[config.mk]
export PLATFORM = sky130hd
export DESIGN_NAME = alu_cmd_sequencer_flat
export DESIGN_NICKNAME = d
export VERILOG_FILES = /design/src/rtl/alu_seq_pkg.sv /design/src/rtl/alu_cmd_sequencer_if.sv /design/src/rtl/alu_seq_mul.sv /design/src/rtl/alu_cmd_sequencer.sv /design/src/flat_wrapper.sv
export SDC_FILE = /design/constraint.sdc
export NUM_CORES = 1
export LEC_CHECK = 0
export BUFFER_PORTS_ARGS = -buffer_cell sky130_fd_sc_hd__buf_2
export CAP_MARGIN = 20
export CORE_ASPECT_RATIO = 0.7
export CORE_UTILIZATION = 42
export CTS_CLUSTER_SIZE = 40
export DETAILED_ROUTE_END_ITERATION = 12
export PLACE_DENSITY = 0.86
export SLEW_MARGIN = 20
export SYNTH_ARGS = -nofsm -noshare
export SYNTH_HDL_FRONTEND = slang
export SYNTH_SLANG_ARGS = --single-unit
[constraint.sdc]
create_clock -name clk -period 1.51 [get_ports clk]
set_input_delay 0.302 -clock clk [delete_from_list [all_inputs] [get_ports clk]]
set_output_delay 0.302 -clock clk [all_outputs]
set_load 0.005 [all_outputs]
[src/rtl/alu_seq_pkg.sv]
// -----------------------------------------------------------------------------
// alu_seq_pkg
// Shared definitions for the ALU command sequencer:
//   - WIDTH            datapath width (only 32 is supported)
//   - SEL_*            opcode constants, same encoding as the ALU sel input
//   - seq_state_e      sequencer FSM states
//   - result_t         captured result (Y plus four flags)
//   - is_alu_op()      opcode implemented by the downstream ALU
//   - forced_result()  result returned for opcodes nobody implements
//   - mul_result()     result derived from a 64-bit multiplier product
// -----------------------------------------------------------------------------
package alu_seq_pkg;

  localparam int WIDTH = 32;

  localparam logic [3:0] SEL_AND  = 4'b0000;
  localparam logic [3:0] SEL_OR   = 4'b0001;
  localparam logic [3:0] SEL_NOT  = 4'b0010;
  localparam logic [3:0] SEL_NOR  = 4'b0011;
  localparam logic [3:0] SEL_XOR  = 4'b0100;
  localparam logic [3:0] SEL_NAND = 4'b0101;
  localparam logic [3:0] SEL_ADD  = 4'b0110;
  localparam logic [3:0] SEL_SUB  = 4'b0111;
  localparam logic [3:0] SEL_SUB2 = 4'b1000;
  localparam logic [3:0] SEL_MUL  = 4'b1001;
  localparam logic [3:0] SEL_SHL  = 4'b1010;
  localparam logic [3:0] SEL_ASL  = 4'b1011;
  localparam logic [3:0] SEL_SHR  = 4'b1100;
  localparam logic [3:0] SEL_ASR  = 4'b1101;

  typedef enum logic [1:0] {
    ST_IDLE = 2'd0,
    ST_EXEC = 2'd1,
    ST_MUL  = 2'd2,
    ST_DONE = 2'd3
  } seq_state_e;

  typedef struct packed {
    logic [WIDTH-1:0] y;
    logic             cout;
    logic             negative;
    logic             zero;
    logic             overflow;
  } result_t;

  // The ALU implements everything up to ASR except the multiply slot.
  function automatic logic is_alu_op(input logic [3:0] sel);
    return (sel <= SEL_ASR) && (sel != SEL_MUL);
  endfunction

  function automatic result_t forced_result();
    result_t r;
    r      = '0;
    r.zero = 1'b1;
    return r;
  endfunction

  // Low half is the result; any bit set in the high half means the
  // product did not fit, reported on both cout and overflow.
  function automatic result_t mul_result(input logic [2*WIDTH-1:0] p);
    result_t r;
    r.y        = p[WIDTH-1:0];
    r.cout     = |p[2*WIDTH-1:WIDTH];
    r.overflow = |p[2*WIDTH-1:WIDTH];
    r.negative = p[WIDTH-1];
    r.zero     = (p[WIDTH-1:0] == '0);
    return r;
  endfunction

endpackage

[src/rtl/alu_cmd_sequencer_if.sv]
// -----------------------------------------------------------------------------
// alu_cmd_sequencer_if
// Bundles the three buses of the sequencer:
//   command in : in_valid, in_ready, in_sel, in_a, in_b, in_cin
//   ALU side   : alu_a, alu_b, alu_sel, alu_cin (to ALU),
//                alu_y, alu_cout, alu_negative, alu_zero, alu_overflow (from ALU)
//   result out : out_valid, out_ready, out_y, out_cout, out_negative,
//                out_zero, out_overflow
//   status     : busy
// Modports:
//   slave  - the sequencer itself
//   master - the environment (command source, ALU, result sink)
//
// Handshake: a transfer happens on a rising clock edge where valid and ready
// are both high. A source holds valid and its payload stable until that edge;
// ready may depend combinationally on the state but never on valid.
// -----------------------------------------------------------------------------
interface alu_cmd_sequencer_if;
  import alu_seq_pkg::*;

  logic             in_valid;
  logic             in_ready;
  logic [3:0]       in_sel;
  logic [WIDTH-1:0] in_a;
  logic [WIDTH-1:0] in_b;
  logic             in_cin;

  logic [WIDTH-1:0] alu_a;
  logic [WIDTH-1:0] alu_b;
  logic [3:0]       alu_sel;
  logic             alu_cin;
  logic [WIDTH-1:0] alu_y;
  logic             alu_cout;
  logic             alu_negative;
  logic             alu_zero;
  logic             alu_overflow;

  logic             out_valid;
  logic             out_ready;
  logic [WIDTH-1:0] out_y;
  logic             out_cout;
  logic             out_negative;
  logic             out_zero;
  logic             out_overflow;

  logic             busy;

  modport slave (
    input  in_valid, in_sel, in_a, in_b, in_cin,
    output in_ready,
    output alu_a, alu_b, alu_sel, alu_cin,
    input  alu_y, alu_cout, alu_negative, alu_zero, alu_overflow,
    output out_valid, out_y, out_cout, out_negative, out_zero, out_overflow,
    input  out_ready,
    output busy
  );

  modport master (
    output in_valid, in_sel, in_a, in_b, in_cin,
    input  in_ready,
    input  alu_a, alu_b, alu_sel, alu_cin,
    output alu_y, alu_cout, alu_negative, alu_zero, alu_overflow,
    input  out_valid, out_y, out_cout, out_negative, out_zero, out_overflow,
    output out_ready,
    input  busy
  );

endinterface

[src/rtl/alu_seq_mul.sv]
// -----------------------------------------------------------------------------
// alu_seq_mul
// Unsigned WIDTH x WIDTH shift-add multiplier, one multiplier bit per cycle.
// Ports:
//   clk, rst   clock, synchronous active-high reset
//   i_start    one-cycle pulse; loads i_a / i_b and starts 32 iterations
//   i_a, i_b   multiplicand / multiplier, sampled with i_start
//   o_done     high during the last (32nd) iteration cycle
//   o_product  product including the current iteration; final when o_done=1
// Only built when ALU_SEQ_MUL_EN is defined.
// -----------------------------------------------------------------------------
module alu_seq_mul
  import alu_seq_pkg::*;
(
  input  logic                 clk,
  input  logic                 rst,
  input  logic                 i_start,
  input  logic [WIDTH-1:0]     i_a,
  input  logic [WIDTH-1:0]     i_b,
  output logic                 o_done,
  output logic [2*WIDTH-1:0]   o_product
);

  localparam logic [5:0] LAST_ITER = 6'd31;

  logic                 r_run;
  logic [5:0]           r_cnt;
  logic [2*WIDTH-1:0]   r_acc;
  logic [2*WIDTH-1:0]   r_mcand;
  logic [WIDTH-1:0]     r_mplier;
  logic [2*WIDTH-1:0]   w_acc_next;

  // Add the shifted multiplicand whenever the current multiplier bit is set.
  assign w_acc_next = r_acc + (r_mplier[0] ? r_mcand : '0);

  always_ff @(posedge clk) begin
    if (rst) begin
      r_run    <= 1'b0;
      r_cnt    <= '0;
      r_acc    <= '0;
      r_mcand  <= '0;
      r_mplier <= '0;
    end else if (i_start) begin
      r_run    <= 1'b1;
      r_cnt    <= '0;
      r_acc    <= '0;
      r_mcand  <= {{WIDTH{1'b0}}, i_a};
      r_mplier <= i_b;
    end else if (r_run) begin
      r_acc    <= w_acc_next;
      r_mcand  <= r_mcand << 1;
      r_mplier <= r_mplier >> 1;
      r_cnt    <= r_cnt + 6'd1;
      if (r_cnt == LAST_ITER) begin
        r_run <= 1'b0;
      end
    end
  end

  // The caller captures the product in the same cycle done is high, so the
  // last partial sum is presented combinationally instead of a cycle later.
  assign o_done    = r_run && (r_cnt == LAST_ITER);
  assign o_product = w_acc_next;

endmodule

[src/rtl/alu_cmd_sequencer.sv]
// -----------------------------------------------------------------------------
// alu_cmd_sequencer
// Command front end for the 32-bit combinational ALU. Accepts one command at a
// time, registers operands onto the ALU inputs, captures Y and flags one cycle
// later and holds the result until the sink takes it. Opcode SEL_MUL is run
// locally as a 32-cycle shift-add when ALU_SEQ_MUL_EN is defined; otherwise it
// is treated like the other unsupported opcodes (forced zero result).
// Ports:
//   clk          clock, all state on rising edge
//   rst          synchronous active-high reset
//   bus          alu_cmd_sequencer_if.slave (command, ALU and result buses)
//   o_dbg_state  current FSM state
// Configuration macro: ALU_SEQ_MUL_EN (defined = multiplier compiled in).
// -----------------------------------------------------------------------------
module alu_cmd_sequencer
  import alu_seq_pkg::*;
(
  input  logic                 clk,
  input  logic                 rst,
  alu_cmd_sequencer_if.slave   bus,
  output seq_state_e           o_dbg_state
);

  seq_state_e        r_state;
  seq_state_e        w_state_next;
  seq_state_e        w_dispatch;
  logic              r_forced;
  logic              w_in_ready;
  logic              w_accept;
  logic              w_is_mul;
  logic              w_is_alu;

  logic [WIDTH-1:0]  r_alu_a;
  logic [WIDTH-1:0]  r_alu_b;
  logic [3:0]        r_alu_sel;
  logic              r_alu_cin;
  result_t           r_out;

  assign w_accept = bus.in_valid & w_in_ready;
  assign w_is_alu = is_alu_op(bus.in_sel);

`ifdef ALU_SEQ_MUL_EN
  logic               w_mul_start;
  logic               w_mul_done;
  logic [2*WIDTH-1:0] w_mul_product;

  assign w_is_mul    = (bus.in_sel == SEL_MUL);
  assign w_mul_start = w_accept & w_is_mul;

  alu_seq_mul u_mul (
    .clk       (clk),
    .rst       (rst),
    .i_start   (w_mul_start),
    .i_a       (bus.in_a),
    .i_b       (bus.in_b),
    .o_done    (w_mul_done),
    .o_product (w_mul_product)
  );
`else
  assign w_is_mul = 1'b0;
`endif

  // Where an accepted command goes; shared by IDLE and the DONE fast path.
  assign w_dispatch = w_is_mul ? ST_MUL : ST_EXEC;

  always_comb begin
    w_state_next = r_state;
    w_in_ready   = 1'b0;
    unique case (r_state)
      ST_IDLE: begin
        w_in_ready = 1'b1;
        if (bus.in_valid) begin
          w_state_next = w_dispatch;
        end
      end
      ST_EXEC: begin
        w_state_next = ST_DONE;
      end
`ifdef ALU_SEQ_MUL_EN
      ST_MUL: begin
        if (w_mul_done) begin
          w_state_next = ST_DONE;
        end
      end
`endif
      ST_DONE: begin
        // Consuming the result frees the slot in the same cycle.
        if (bus.out_ready) begin
          w_in_ready   = 1'b1;
          w_state_next = bus.in_valid ? w_dispatch : ST_IDLE;
        end
      end
      default: begin
        w_state_next = ST_IDLE;
      end
    endcase
  end

  always_ff @(posedge clk) begin
    if (rst) begin
      r_state   <= ST_IDLE;
      r_forced  <= 1'b0;
      r_alu_a   <= '0;
      r_alu_b   <= '0;
      r_alu_sel <= '0;
      r_alu_cin <= 1'b0;
      r_out     <= '0;
    end else begin
      r_state <= w_state_next;

      if (w_accept) begin
        r_forced <= !w_is_alu && !w_is_mul;
        // Only real ALU commands touch the ALU inputs; they otherwise keep
        // the previous command's values.
        if (w_is_alu) begin
          r_alu_a   <= bus.in_a;
          r_alu_b   <= bus.in_b;
          r_alu_sel <= bus.in_sel;
          r_alu_cin <= bus.in_cin;
        end
      end

      if (r_state == ST_EXEC) begin
        if (r_forced) begin
          r_out <= forced_result();
        end else begin
          r_out.y        <= bus.alu_y;
          r_out.cout     <= bus.alu_cout;
          r_out.negative <= bus.alu_negative;
          r_out.zero     <= bus.alu_zero;
          r_out.overflow <= bus.alu_overflow;
        end
      end

`ifdef ALU_SEQ_MUL_EN
      if ((r_state == ST_MUL) && w_mul_done) begin
        r_out <= mul_result(w_mul_product);
      end
`endif
    end
  end

  assign bus.in_ready     = w_in_ready;
  assign bus.alu_a        = r_alu_a;
  assign bus.alu_b        = r_alu_b;
  assign bus.alu_sel      = r_alu_sel;
  assign bus.alu_cin      = r_alu_cin;
  assign bus.out_valid    = (r_state == ST_DONE);
  assign bus.out_y        = r_out.y;
  assign bus.out_cout     = r_out.cout;
  assign bus.out_negative = r_out.negative;
  assign bus.out_zero     = r_out.zero;
  assign bus.out_overflow = r_out.overflow;
  assign bus.busy         = (r_state != ST_IDLE);
  assign o_dbg_state      = r_state;

endmodule

[src/flat_wrapper.sv]
// flat-port wrapper written by rule: the top's interface ports become plain ports
module alu_cmd_sequencer_flat import alu_seq_pkg::*;
  (clk, rst, o_dbg_state, bus_in_valid, bus_in_sel, bus_in_a, bus_in_b, bus_in_cin, bus_in_ready, bus_alu_a, bus_alu_b, bus_alu_sel, bus_alu_cin, bus_alu_y, bus_alu_cout, bus_alu_negative, bus_alu_zero, bus_alu_overflow, bus_out_valid, bus_out_y, bus_out_cout, bus_out_negative, bus_out_zero, bus_out_overflow, bus_out_ready, bus_busy);
  alu_cmd_sequencer_if bus_i ();
  input  logic clk;
  input  logic rst;
  output seq_state_e o_dbg_state;
  input wire logic [$bits(bus_i.in_valid)-1:0] bus_in_valid;
  input wire logic [$bits(bus_i.in_sel)-1:0] bus_in_sel;
  input wire logic [$bits(bus_i.in_a)-1:0] bus_in_a;
  input wire logic [$bits(bus_i.in_b)-1:0] bus_in_b;
  input wire logic [$bits(bus_i.in_cin)-1:0] bus_in_cin;
  output wire logic [$bits(bus_i.in_ready)-1:0] bus_in_ready;
  output wire logic [$bits(bus_i.alu_a)-1:0] bus_alu_a;
  output wire logic [$bits(bus_i.alu_b)-1:0] bus_alu_b;
  output wire logic [$bits(bus_i.alu_sel)-1:0] bus_alu_sel;
  output wire logic [$bits(bus_i.alu_cin)-1:0] bus_alu_cin;
  input wire logic [$bits(bus_i.alu_y)-1:0] bus_alu_y;
  input wire logic [$bits(bus_i.alu_cout)-1:0] bus_alu_cout;
  input wire logic [$bits(bus_i.alu_negative)-1:0] bus_alu_negative;
  input wire logic [$bits(bus_i.alu_zero)-1:0] bus_alu_zero;
  input wire logic [$bits(bus_i.alu_overflow)-1:0] bus_alu_overflow;
  output wire logic [$bits(bus_i.out_valid)-1:0] bus_out_valid;
  output wire logic [$bits(bus_i.out_y)-1:0] bus_out_y;
  output wire logic [$bits(bus_i.out_cout)-1:0] bus_out_cout;
  output wire logic [$bits(bus_i.out_negative)-1:0] bus_out_negative;
  output wire logic [$bits(bus_i.out_zero)-1:0] bus_out_zero;
  output wire logic [$bits(bus_i.out_overflow)-1:0] bus_out_overflow;
  input wire logic [$bits(bus_i.out_ready)-1:0] bus_out_ready;
  output wire logic [$bits(bus_i.busy)-1:0] bus_busy;
  assign bus_i.in_valid = bus_in_valid;
  assign bus_i.in_sel = bus_in_sel;
  assign bus_i.in_a = bus_in_a;
  assign bus_i.in_b = bus_in_b;
  assign bus_i.in_cin = bus_in_cin;
  assign bus_in_ready = bus_i.in_ready;
  assign bus_alu_a = bus_i.alu_a;
  assign bus_alu_b = bus_i.alu_b;
  assign bus_alu_sel = bus_i.alu_sel;
  assign bus_alu_cin = bus_i.alu_cin;
  assign bus_i.alu_y = bus_alu_y;
  assign bus_i.alu_cout = bus_alu_cout;
  assign bus_i.alu_negative = bus_alu_negative;
  assign bus_i.alu_zero = bus_alu_zero;
  assign bus_i.alu_overflow = bus_alu_overflow;
  assign bus_out_valid = bus_i.out_valid;
  assign bus_out_y = bus_i.out_y;
  assign bus_out_cout = bus_i.out_cout;
  assign bus_out_negative = bus_i.out_negative;
  assign bus_out_zero = bus_i.out_zero;
  assign bus_out_overflow = bus_i.out_overflow;
  assign bus_i.out_ready = bus_out_ready;
  assign bus_busy = bus_i.busy;
  alu_cmd_sequencer u_core (.clk(clk), .rst(rst), .bus(bus_i), .o_dbg_state(o_dbg_state));
endmodule
==> results.md, run 1 <==
- DRC errors left: 0
- CP endpoint: u_core.bus.alu_a[16]
- CTS Root Cell: clkbuf_16
- CP Launch Type: register
- Worst flop-to-flop path endpoint: u_core.bus.alu_a[16]
- Mapped Avg Cell Area: around 9.5 um^2
- N_diodes: 0
- Number of port buffers: 218
- Vias in the first global route: 3,826
- Flop2flop setup slack: -0.06 ns
- Worst slew margin: 80.38%
- Asr flop ratio synth: 0%
- Slew Limit Fails: 0
- Count of cell types in the netlist: 22
- Final HPWL DP: 8173 um
- Largest net degree at the start of global routing: 90
- Crit path max-delay family: flip-flops
- WP depth: 7
- Clk_lat worst skew: between 0.3 and 0.4 ns
- Worst r2r path cells: 7
- Pwr Density: roughly 1300 nW/um^2
- Layout cells sized above 1: a little under two fifths
- WHS: a little under 0.2 ns
- Initial antenna violation count: 0
- Mapped Cells: just under 500
- Cts hold-fix bufs: 0
- Rows: 31
- Total CTS buffers: 9
- Area growth syn-to-layout: 38.62%
- Die Y: 89.47 um
- Crit-path max cell delay: 0.38 ns
- Routed WL per cell: roughly 14 um
- Nets: a little over 800
- CTS clk-pin slew, worst paths: about 0.070 ns
- GRT Util Overall: about a fifth
- # setup viols final: 38
- Status: finished with violations
- Count leader, synth: nand2b_1
- Final hold vios: 0
- Sequential share of the synthesized area: 47.10%
- Unrepaired setup endpoints after global routing: yes
- Critical Path RT: 1.77 ns
- Syn nets: about 590
- Number of clock sinks: approximately 110
- Failing checks: setup timing
- First-pass GRT wire length: between 15,000 and 20,000 um
- Critical path class: reg2reg
- Slowest CP cell: dfxtp_4
- GP Congestion: a little under 0.8
- Total of max-cap violations: 0
- Leak Pwr: between 2 and 3 nW
- Fin crit share: 104.1%
- Leading area contributor after synthesis: dfxtp_1
- Fillcell total: 897
- Worst r2r src: u_core.o_dbg_state[0]
- Core Area: between 10,000 and 15,000 um^2
- Initial Util: around 44%
- YS warnings: 0
- Worst Hold Class: in2reg
- Final Routed Wirelength: ~11,000 um
- Critical path arrival: between 1.5 and 2 ns
- Maximum clock rate: ~640 MHz
- Remaining global-route overflow: 0
- DR pass1 iterations: 4
- Flop and latch count out of synthesis: approximately 110
- Ports: approximately 220
- Crit-path max FO: 6
- Die width: between 100 and 150 um
- Final critical-path required period: between 1.5 and 2 ns
- Largest cells by area after synthesis: dfxtp_1, nand2b_1, mux2i_1, nor2b_1, a21oi_1
- Die ar.: approximately 11,000 um^2
- Post-Syn Area: 4591 um^2
- Hold Crit Start: bus_alu_y[9]
- Worst Tran Pin Value: between 0.2 and 0.3 ns
- Post-synth top area share: about 47%
- CTS H-tree lvls: 3
- Worst VDD drop: approximately 0.65 mV
- Vias: between 3,000 and 4,000
- CTS tree: yes
- Fin worst setup slack: -0.06142 ns
- Worst Setup End Kind: register
- DR vias/cell: roughly 4.7
- Place WS: -0.1339 ns
- Max Root-Sink Buffers: 2
- Clk_skew: between 0.005 and 0.006 ns
- Crit-path cells: inv_2 -> ha_4 -> nor2_4 -> and3_4 -> buf_4 -> buf_12 -> mux2i_1
- EDFF count, synth: 0
- Leading register cell type out of synthesis: dfxtp_1
- Iter 0 DRT Violations: 110
- CP Launch Point: u_core.o_dbg_state[0]
- Top cells by count, synth: nand2b_1, dfxtp_1, mux2i_1
- Final antenna-violating net count: 0
- Crit path buffers/inverters: 3
[timing repair]
| item | CTS | global route |
|---|---|---|
| cloned | 0 | 3 |
| endpoints found under the setup margin | 44 | 83 |
| pin swaps | 2 | 0 |
| gates resized for setup | 0 | 10 |
| buffers inserted | 2 | 3 |
[power by group]
group / total [W] / internal, W / switching [W]
Clock: 0.00247 / 0.00146 / 0.00102
Sequential: 0.00345 / 0.00324 / 0.000204
Combinational: 0.00229 / 0.00121 / 0.00107
[worst min-delay path by stage]
stage	end	slack, ns	depth (start not counted)
global placement	u_core.bus.alu_b[12]	0.45	2
finish	u_core.bus.out_y[9]	0.20	3
CTS	u_core.bus.out_y[22]	0.18	3
global route	u_core.bus.out_y[24]	0.19	3
detailed placement	u_core.bus.alu_b[5]	0.46	2
floorplan	u_core.bus.out_cout	0.44	2
[worst reg2reg max path, delay by kind of cell, from the launching register on]
family                     cells  cell delay (ns)
DFF                            1             0.38
and+or+nand+nor                2             0.36
buffers and inverters          3             0.32
adders and majority gates      1             0.24
muxes                          1             0.21
[layer usage]
| layer | up-vias | wire, um | track usage [%] |
|---|---|---|---|
| met1 | 1845 | 5011 | 21.03 |
| met3 | 14 | 605 | 5.027 |
| met2 | 113 | 5594 | 35.21 |
| li1 | 1973 | - | - |
| met4 | 0 | 130 | 5.303 |
| met5 | - | 0 | 0 |
[cell families (layout without fill, tap and decap cells)]
kind of cell               Yosys count  after routing  share of synthesized area, %
and+or+nand+nor                    217            217                         27.64
DFF                                108            108                         47.10
AOI/OAI and AO/OA                   44             44                         4.988
buffers and inverters               40            259                         4.197
muxes                               70             70                         15.26
adders and majority gates            3              3                        0.8177
[flip-flops by register name, indices dropped and copies added, names as in the netlist, 2 cells and up]
name	cells
u_core.bus.out_y	32
u_core.bus.alu_sel	4
u_core.o_dbg_state	2
u_core.bus.alu_a	32
u_core.bus.alu_b	32
[stage by stage]
stage / utilization [%] / total power, W / instances / TNS, ns / instance area, um^2
finish: 60.76 / 0.008209 / 833 / -0.8264 / 6364
global route: 60.76 / 0.008644 / 833 / -5.936 / 6364
CTS: 59.47 / 0.008117 / 827 / -1.544 / 6228
detailed placement: 56.36 / 0.005598 / 809 / -6.441 / 5902
global placement: 56.36 / 0.005502 / 809 / -3.966 / 5902
floorplan: - / 0.004760 / 482 / -0.1828 / 4657
[cells in the final DEF, fill, tap and decap left out, types with 10 or more instances in the layout]
master and count:
clkbuf_16 11, nor2b_1 36, nor2_1 37, mux2i_1 70, a21oi_1 29, buf_2 217
buf_4 10, dfxtp_1 106, nand2b_1 139
[layout make-up]
| class | instances | area, um^2 | share of cell area, % |
|---|---|---|---|
| clock buffer | 12 | 236.5 | 3.716 |
| clock inverter | 4 | 75.07 | 1.180 |
| inverter | 5 | 21.27 | 0.3343 |
| multi-input combinational | 334 | 2318 | 36.43 |
| sequential | 108 | 2170 | 34.09 |
| tap | 132 | 165.2 | 2.595 |
| timing repair buffer | 238 | 1378 | 21.65 |
Power figures use the tool's default switching activity.
==> inputs of run 2 (changes only) <==
--- a/config.mk
+++ b/config.mk
@@ -5,14 +5,14 @@
 export SDC_FILE = /design/constraint.sdc
 export NUM_CORES = 1
 export LEC_CHECK = 0
-export BUFFER_PORTS_ARGS = -buffer_cell sky130_fd_sc_hd__buf_2
-export CAP_MARGIN = 20
+export CAP_MARGIN = 0
 export CORE_ASPECT_RATIO = 0.7
-export CORE_UTILIZATION = 42
+export CORE_UTILIZATION = 44
 export CTS_CLUSTER_SIZE = 40
 export DETAILED_ROUTE_END_ITERATION = 12
-export PLACE_DENSITY = 0.86
-export SLEW_MARGIN = 20
+export DONT_BUFFER_PORTS = 1
+export PLACE_DENSITY = 0.71
+export SLEW_MARGIN = 10
 export SYNTH_ARGS = -nofsm -noshare
 export SYNTH_HDL_FRONTEND = slang
 export SYNTH_SLANG_ARGS = --single-unit
==> run 2 against run 1 <==
The flow still finishes with violations (setup timing). Critical path depth decreased by 2. Sequential power increased by 3%. First-iteration DRC count increased by 8.2%. Design area decreased by 17%. Register-to-register slack improved by 0.03 ns. Worst setup slack improved by 0.0097 ns. Combinational power decreased by 23%. Clock-buffer cell count unchanged. Wire length decreased by 6.3%. Sequential cell count unchanged. Largest power group unchanged.
==> results.md, run 2 (same netlist as run 1, synthesis figures left out) <==
- Status: finished with violations
- Failing checks: setup timing
- Finished Layout Cells: 610 (-27%)
- Final critical-path required period: 1.562 ns (-0.009664 ns)
- CTS Root Cell: clkbuf_16
- Core Area: 9910 um^2 (-5.4%)
- Total CTS buffers: 9 (unchanged)
- Critical path arrival: 1.26 ns (-0.57 ns)
- Crit path buffers/inverters: 2 (-1)
- GRT Util Overall: 17.00% (-1.7 points)
- Crit-path cells: inv_4 -> ha_4 -> a21oi_4 -> nor2_4 -> buf_4
- CTS H-tree lvls: 3 (unchanged)
- Nets: 590 (-27%)
- CP Launch Type: register
- Critical path class: reg2out
- Reg power frac: 46.8% (+4.8 points)
- Final HPWL DP: 6896 um (-16%)
- # placed instances: 585 (-28%)
- CTS tree: yes
- Rows: 30 (-3.2%)
- Vias in the first global route: 2,876 (-25%)
- Die ar.: 10,850 um^2 (-4.5%)
- Layout cells sized above 1: 9.544% (-29 points)
- Hold Crit Start: rst
- First-pass GRT wire length: 14,080 um (-18%)
- Gate power share: 23.1% (-4.8 points)
- Critical Path RT: 1.21 ns (-0.56 ns)
- Leak Pwr: 1.992 nW (-33%)
- Commonest non-fill, non-tap cell in the layout: nand2b_1
- Pint: 0.005487 W (-7.2%)
- Pwr Density: 1449 nW/um^2 (+12%)
- WHS: 0.07132 ns (-0.1253 ns)
- CP Launch Point: u_core.o_dbg_state[1]
- # setup viols final: 25 (-34%)
- N_diodes: 0 (unchanged)
- Clk_lat worst skew: 0.34 ns (about the same)
- Largest net degree at the start of global routing: 178 (+98%)
- Fin util: 53.14% (-7.6 points)
- Worst r2r src: u_core.o_dbg_state[1]
- Initial antenna violation count: 0 (unchanged)
- Crit path max-delay family: flip-flops
- Clk_skew: 0.007965 ns (+0.002232 ns)
- Crit-path max FO: 3 (-3)
- DRC errors left: 0 (unchanged)
- Max Root-Sink Buffers: 2 (unchanged)
- Area growth syn-to-layout: 14.72%
- Final Routed Wirelength: 10,630 um (-6.3%)
- Worst Hold Class: in2reg
- Worst slew margin: 77.27% (-3.1 points)
- Leading cell types in the layout, fill and taps excluded: nand2b_1, dfxtp_1, mux2i_1
- Iter 0 DRT Violations: 119 (+8.2%)
- Vias: 3,109 (-21%)
- Unrepaired setup endpoints after global routing: yes
- Routed WL per cell: 17.43 um (+28%)
- DR pass1 iterations: 4 (unchanged)
- Worst Setup End Kind: primary output
- Total of max-cap violations: 0 (unchanged)
- Final hold vios: 0 (unchanged)
- Power consumption: 0.007632 W (-7.0%)
- GP Congestion: 0.6969 (-11%)
- Slowest CP cell: dfxtp_4
- Fin worst setup slack: -0.05176 ns (+0.009664 ns)
- Fin crit share: 103.4% (-0.64 points)
- Clock share of power: 30.1% (about the same)
- Place WS: -0.05559 ns (+0.07827 ns)
- Sw power: 0.002145 W (-6.5%)
- Remaining global-route overflow: 0 (unchanged)
- Worst VDD drop: 0.6116 mV (-5.8%)
- Final antenna-violating net count: 0 (unchanged)
- Crit-path max cell delay: 0.37 ns (about the same)
- Ports: 219 (unchanged)
- Initial Util: 46.33% (+2.5 points)
- Die width: 124.1 um (-2.3%)
- Worst Tran Pin Value: 0.3393 ns (+0.04499 ns)
- Cts hold-fix bufs: 0 (unchanged)
- CTS clk-pin slew, worst paths: 0.06 ns (about the same)
- DR vias/cell: 5.097 (+7.6%)
- Slew Limit Fails: 0 (unchanged)
- Maximum clock rate: 640.3 MHz (+0.62%)
- Number of port buffers: 0 (-100%)
- Die Y: 87.46 um (-2.2%)
- Sw frac: 28.10% (+0.16 points)
- Number of clock sinks: 108 (unchanged)
## run 2: cell types whose count changed in the layout (fill, tap and decap cells not counted), sizes merged
cell / delta
clkinv: +3
clkbuf: +3
bufinv: -2
clkinvlp: -2
and3: +1
buf: -222
## run 2: what timing repair did
action / in CTS / in global routing
buffers inserted: 1 / 1
gates cloned: 0 / 8
hold endpoints to repair: 0 / 0
endpoints found under the setup margin: 18 / 70
pin swaps: 1 / 2
resized for setup: 0 / 9
## run 2: worst paths after layout
path,cells after the start,slack (ns),end
setup / recovery,5,-0.05,bus_in_ready
hold / removal,1,0.07,u_core.o_dbg_state[0]
setup reg to reg,6,-0.03,u_core.bus.alu_b[6]
hold reg to reg,2,0.49,u_core.bus.alu_b[20]
## run 2: cell type report
type                            instances  area (um^2)
Fill cell                             882         4643
Tap cell                              128        160.2
Timing Repair Buffer                   19        310.3
Clock inverter                          3        18.77
Sequential cell                       108         2170
Inverter                                5        23.77
Clock buffer                           12        277.8
Multi-Input combinational cell        335         2306
## run 2: routing by layer
| metal | wire length, um | global-route usage, % | part of all wire (%) |
|---|---|---|---|
| met3 | 1126 | 8.901 | 11 |
| met5 | 0 | 0 | 0 |
| met2 | 5035 | 28.93 | 47 |
| met1 | 4297 | 17.44 | 40 |
| met4 | 172 | 7.359 | 1.6 |
## run 2: metrics by stage
step                      TNS (ns)  area, um^2
after floorplan            -0.1828        4657
after global placement           0        4763
after detailed placement   -0.3781        4763
after CTS                   -1.063        5067
after global routing        -3.138        5266
final                      -0.4047        5266
## run 2: power groups by stage
stage	registers (W)	logic, W	clock network [W]
after detailed placement	0.00364	0.00146	0
after global placement	0.00363	0.00139	0
after floorplan	0.00353	0.00123	0
final	0.00357	0.00176	0.00230
after global routing	0.00362	0.00191	0.00249
after CTS	0.00357	0.00147	0.00237
